## config.mk

```make
export PLATFORM = sky130hd
export DESIGN_NAME = burrito
export DESIGN_NICKNAME = d
export VERILOG_FILES = /design/src/rtl/burrito_pkg.sv /design/src/rtl/burrito_regfile.sv /design/src/rtl/burrito.sv
export SDC_FILE = /design/constraint.sdc
export NUM_CORES = 2
export LEC_CHECK = 0
export CAP_MARGIN = 0
export CORE_ASPECT_RATIO = 0.6
export CORE_MARGIN = 8
export CORE_UTILIZATION = 55
export CTS_BUF_LIST = sky130_fd_sc_hd__clkbuf_8
export CTS_CLUSTER_DIAMETER = 150
export CTS_CLUSTER_SIZE = 12
export DETAILED_ROUTE_END_ITERATION = 16
export PLACE_DENSITY = 0.84
export SLEW_MARGIN = 15
export SYNTH_ARGS = -nofsm -noshare
export SYNTH_HDL_FRONTEND = slang
export SYNTH_HIERARCHICAL = 1
export SYNTH_SLANG_ARGS = --single-unit
```

## constraint.sdc

```tcl
create_clock -name clk -period 8.35 [get_ports clk]
set_clock_uncertainty 0.05 [all_clocks]
set_input_delay 1.67 -clock clk [delete_from_list [all_inputs] [get_ports clk]]
set_output_delay 1.67 -clock clk [all_outputs]
set_load 0.05 [all_outputs]
```

## src/rtl/burrito_pkg.sv

```systemverilog
// Shared definitions for the burrito datapath.
//   - Bit positions of the fields in the 20-bit instruction word.
//   - ALU opcode enumeration. Codes 12..15 are undefined: they produce a
//     zero result and never write back.
package burrito_pkg;

  localparam int unsigned WE_BIT = 19;
  localparam int unsigned OP_HI  = 18;
  localparam int unsigned OP_LO  = 15;
  localparam int unsigned D1_HI  = 14;
  localparam int unsigned D1_LO  = 10;
  localparam int unsigned D2_HI  = 9;
  localparam int unsigned D2_LO  = 5;
  localparam int unsigned RD_HI  = 4;
  localparam int unsigned RD_LO  = 0;

  typedef enum logic [3:0] {
    OP_ADD  = 4'd0,
    OP_SUB  = 4'd1,
    OP_AND  = 4'd2,
    OP_OR   = 4'd3,
    OP_XOR  = 4'd4,
    OP_NOR  = 4'd5,
    OP_SLT  = 4'd6,
    OP_SLTU = 4'd7,
    OP_SLL  = 4'd8,
    OP_SRL  = 4'd9,
    OP_SRA  = 4'd10,
    OP_PASS = 4'd11
  } alu_op_t;

endpackage

```

## src/rtl/burrito_regfile.sv

```systemverilog
// Register file for the burrito datapath: 2**ADDR_W x DATA_W entries.
// Two asynchronous read ports and one synchronous write port. A synchronous
// active-low reset loads every register with its own index and blocks any
// write in that cycle.
// Optional build macro ZERO_REG_EN: register 0 reads as zero and ignores
// writes (its reset value is 0 in either build).
// Ports:
//   clk       in  clock, writes and reset on rising edge
//   rst_n     in  synchronous active-low reset
//   i_we      in  write enable
//   i_waddr   in  write address
//   i_wdata   in  write data
//   i_raddr1  in  read address, port 1
//   i_raddr2  in  read address, port 2
//   o_rdata1  out read data, port 1 (combinational)
//   o_rdata2  out read data, port 2 (combinational)
module burrito_regfile #(
  parameter int unsigned DATA_W = 32,
  parameter int unsigned ADDR_W = 5
) (
  input  logic              clk,
  input  logic              rst_n,
  input  logic              i_we,
  input  logic [ADDR_W-1:0] i_waddr,
  input  logic [DATA_W-1:0] i_wdata,
  input  logic [ADDR_W-1:0] i_raddr1,
  input  logic [ADDR_W-1:0] i_raddr2,
  output logic [DATA_W-1:0] o_rdata1,
  output logic [DATA_W-1:0] o_rdata2
);

  localparam int unsigned NREGS = 1 << ADDR_W;

  logic [DATA_W-1:0] r_regs [NREGS];
  logic              w_wr;

`ifdef ZERO_REG_EN
  assign w_wr     = i_we && (i_waddr != '0);
  assign o_rdata1 = (i_raddr1 == '0) ? '0 : r_regs[i_raddr1];
  assign o_rdata2 = (i_raddr2 == '0) ? '0 : r_regs[i_raddr2];
`else
  assign w_wr     = i_we;
  assign o_rdata1 = r_regs[i_raddr1];
  assign o_rdata2 = r_regs[i_raddr2];
`endif

  always_ff @(posedge clk) begin
    if (!rst_n) begin
      for (int unsigned i = 0; i < NREGS; i++) begin
        r_regs[i] <= DATA_W'(i);
      end
    end else if (w_wr) begin
      r_regs[i_waddr] <= i_wdata;
    end
  end

endmodule

```

## src/rtl/burrito.sv

```systemverilog
// Single-cycle register-file + ALU datapath driven by a 20-bit instruction.
// Each cycle the instruction is decoded, two registers are read, the ALU
// result is formed combinationally and, when enabled and the opcode is
// defined, written to RD on the next rising edge.
// Optional build macro ZERO_REG_EN (handled in burrito_regfile): register 0
// is hard-wired to zero.
// Ports:
//   clk           in  clock
//   rst_n         in  synchronous active-low reset
//   Instructions  in  [19]=WEnable [18:15]=Op [14:10]=D1 [9:5]=D2 [4:0]=RD
//   rd1_data      out regs[D1] (combinational)
//   rd2_data      out regs[D2] (combinational)
//   alu_result    out ALU output (combinational)
//   zero          out alu_result == 0
module burrito
  import burrito_pkg::*;
#(
  parameter int unsigned DATA_W = 32,
  parameter int unsigned ADDR_W = 5,
  parameter int unsigned OP_W   = 4
) (
  input  logic              clk,
  input  logic              rst_n,
  input  logic [19:0]       Instructions,
  output logic [DATA_W-1:0] rd1_data,
  output logic [DATA_W-1:0] rd2_data,
  output logic [DATA_W-1:0] alu_result,
  output logic              zero
);

  logic              w_we;
  logic [OP_W-1:0]   w_op;
  logic [ADDR_W-1:0] w_d1;
  logic [ADDR_W-1:0] w_d2;
  logic [ADDR_W-1:0] w_rd;
  logic [4:0]        w_shamt;
  logic [DATA_W-1:0] w_alu;
  logic              w_op_valid;

  assign w_we    = Instructions[WE_BIT];
  assign w_op    = Instructions[OP_HI:OP_LO];
  assign w_d1    = Instructions[D1_HI:D1_LO];
  assign w_d2    = Instructions[D2_HI:D2_LO];
  assign w_rd    = Instructions[RD_HI:RD_LO];
  assign w_shamt = rd2_data[4:0];

  burrito_regfile #(
    .DATA_W (DATA_W),
    .ADDR_W (ADDR_W)
  ) u_regfile (
    .clk      (clk),
    .rst_n    (rst_n),
    .i_we     (w_we && w_op_valid),
    .i_waddr  (w_rd),
    .i_wdata  (w_alu),
    .i_raddr1 (w_d1),
    .i_raddr2 (w_d2),
    .o_rdata1 (rd1_data),
    .o_rdata2 (rd2_data)
  );

  // Undefined opcodes fall to the default arm, which also suppresses writeback.
  always_comb begin
    w_alu      = '0;
    w_op_valid = 1'b1;
    case (alu_op_t'(w_op))
      OP_ADD:  w_alu = rd1_data + rd2_data;
      OP_SUB:  w_alu = rd1_data - rd2_data;
      OP_AND:  w_alu = rd1_data & rd2_data;
      OP_OR:   w_alu = rd1_data | rd2_data;
      OP_XOR:  w_alu = rd1_data ^ rd2_data;
      OP_NOR:  w_alu = ~(rd1_data | rd2_data);
      OP_SLT:  w_alu = DATA_W'($signed(rd1_data) < $signed(rd2_data));
      OP_SLTU: w_alu = DATA_W'(rd1_data < rd2_data);
      OP_SLL:  w_alu = rd1_data << w_shamt;
      OP_SRL:  w_alu = rd1_data >> w_shamt;
      OP_SRA:  w_alu = $signed(rd1_data) >>> w_shamt;
      OP_PASS: w_alu = rd1_data;
      default: begin
        w_alu      = '0;
        w_op_valid = 1'b0;
      end
    endcase
  end

  assign alu_result = w_alu;
  assign zero       = (w_alu == '0);

endmodule

```

==> results.toml <==
[global_route]
antenna_found_initial = 16
grt_pass1_vias = 57890
grt_usage = 0.4189
overflow = 0
grt_pass1_wl_um = 409700
grt_max_degree = 42

[route]
met3_length_um = 57180
via_per_inst = 7.056
wirelength_um = 297300
post-route-drc-count = 0
dr.pass1.iters = 7
wl_met1_um = 113000
vias = 61570
drtIter0Drc = 12190
wl_per_cell_um = 34.07
highest_layer = "met5"
wl_met2_um = 112000
postRouteAntennaNets = 0

[die]
floorplan.initialDensity = 0.5514
io_pins = 119
rows = 99
die_w_um = 465.2
core_area_um2 = 120800
die_area_um2 = 132800
die_h_um = 285.5

[clocking]
cts_num_sinks = 1024
clock-root-buffer = "clkbuf_8"
numCtsBuffers = 95
cts_tree = "done"
htree_num_levels = 3
insertion_delay_ns = 0.83
ctsLongestPathBuffers = 3
postCtsHoldBufs = 0
clk_pin_slew_ns = 0.08

[yosys]
synth_fp_nets = 6304
syn_inst = 6182
ys_warn_count = 6
ys_ff_latch = 1024
ys_types = 97
synth_edf_count = 1024
ys.flop_type = "edfxtp_1"
netlist_area_um2 = 66600
syn-mean-instance-area_um2 = 10.77
ys_seq_area_frac = 0.4617
synthArstFlopShare = 0

[sta]
setup-tns-final_ns = -1.882
rsz0062_at_grt = "yes"
setup_ws_ns = -0.7161
fin_crit_sh = 1.086
period_minus_slack_ns = 9.066
setup_viol_count_final = 6
worst_pin_slew_ns = 1.309
maxSlewViolCount = 0
slew_headroom = 0.1241
fmax_mhz = 110.3
finalHoldViolations = 0

[pwr]
p_leak_nw = 34.20
power_density_nw_per_um2 = 181.1
ir_drop_v = 0.0001932

[finish]
largest_reg_flops = 1024
final_cell_mix = "1,098 x buf_4, 1,037 x mux2i_1, 1,024 x edfxtp_1, 950 x and2_1, 346 x nand2_1"
area_growth_pct = 25.15
layout_commonest_cell = "buf_4"
reg_top3 = "u_regfile/r_regs x1024"
nets = 7217
fin_cells = 8726
fillers = 8413
drive_gt1_frac = 0.2707
regMostFlops = "u_regfile/r_regs"

[setup_path]
cp_max_fo = 11
worstPathArrival_ns = 7.35
critPathKind = "input port to primary output"
end_kind = "primary output"
critPathLaunchType = "input port"
cp_common_cell = "buf_4"
path_cells = "buf_16 > buf_4 > mux2i_1 > a22o_1 > nor3_2 > a31oi_1 > buf_4 > nand3_4 > ha_4 > fa_2 > o21bai_1 > o211ai_1 > a21boi_4 > a21oi_2 > a221o_1 > a211o_4 > or4bb_1 > or4_4 > nor4b_4 > buf_4 > nand4b_1 > nor4_4 > buf_12"
crit_buf_inv = 5
cp_slowest_cell = "or4_4"
crit_family = "simple AND/OR/NAND/NOR gates"
crit_required_ns = 6.63
worst_path_largest_cell_delay_ns = 0.61

[placed_design]
dp_hpwl_um = 203200
dp_slack_ns = -1.731
place_congestion = 1.092
placed_cells = 8486
port-buffer-count = 118

[status]
violations = "negative setup slack"
status = "finished with violations"

[run]
maxCapViolCount = 0

[hold_path]
hold_class = "input port to register"
final cells by class:
type,count,area [um2],share of cell area
multi-input combinational,4461,35150,0.4217
timing repair buffer,1417,13620,0.1635
clock buffer,96,1321,0.01585
antenna,9,22.52,0.0002702
tap,1616,2022,0.02426
inverter,96,370.4,0.004444
clock inverter,7,87.58,0.001051
sequential,1024,30750,0.3689
power breakdown:
part / total (W) / internal, W / leakage, nW / switching [W]
Combinational: 0.00633 / 0.00250 / 23.1 / 0.00384
Sequential: 0.00595 / 0.00583 / 10.3 / 0.000115
Clock: 0.00282 / 0.00104 / 0.728 / 0.00177
Total: 0.0151 / 0.00937 / 34.2 / 0.00572
cell usage after synthesis, types with 98 or more instances:
cell type  instances  share of area
ha_1              98          0.018
clkbuf_1         337          0.019
and2_1           952          0.089
mux2i_1         1064           0.16
nor2_1           178          0.010
nand2_1          349          0.020
edfxtp_1        1024           0.46
o21ai_0          125         0.0094
buf_2             99         0.0074
a22oi_1          213          0.024
nand3_1          229          0.017
nor3_1           109         0.0082
a21oi_1          300          0.023
a22o_1           137          0.018
metal layers:
layer,vias to the layer above,GRT usage
li1,24700,-
met1,29570,0.5912
met2,6208,0.5496
met3,1090,0.2111
met4,4,0.1468
met5,-,0
per-stage QoR:
| step | util | hold WS [ns] | instance area [um2] | power (W) |
|---|---|---|---|---|
| 3_5_place_dp | 0.6467 | 1.837 | 78100 | 0.01149 |
| 2_1_floorplan | - | 1.543 | 67130 | 0.008700 |
| 5_1_grt | 0.6900 | 1.394 | 83330 | 0.01534 |
| 4_1_cts | 0.6790 | 1.335 | 82010 | 0.01451 |
| 6_report | 0.6901 | 1.408 | 83350 | 0.01510 |
| 3_3_place_gp | 0.6467 | 1.778 | 78100 | 0.01143 |
cells by family after synthesis:
kind of cell | synth area share
flops | 0.4617
simple gates | 0.1708
buf+inv | 0.04734
compound gates | 0.1147
mux | 0.1843
xor+xnor | 0.002104
fa+ha+maj | 0.01901
path summary, 6_finish.rpt:
path,start,to,slack (ns),cells after the start
worst min-delay path,rst_n,u_regfile/r_regs[30][11],1.41,2
worst max register to register,u_regfile/r_regs[6][0],u_regfile/r_regs[23][30],2.36,26
worst min register to register,u_regfile/r_regs[9][10],u_regfile/r_regs[26][10],1.95,11
worst max-delay path,Instructions[6],zero,-0.72,23
timing repair:
item	in CTS	in global routing
setup endpoints to repair	24	13
gates cloned	18	9
pin swaps	65	60
buffers inserted	59	45
gates resized for setup	337	165
Note: power is estimated with default switching activity, not from simulation.
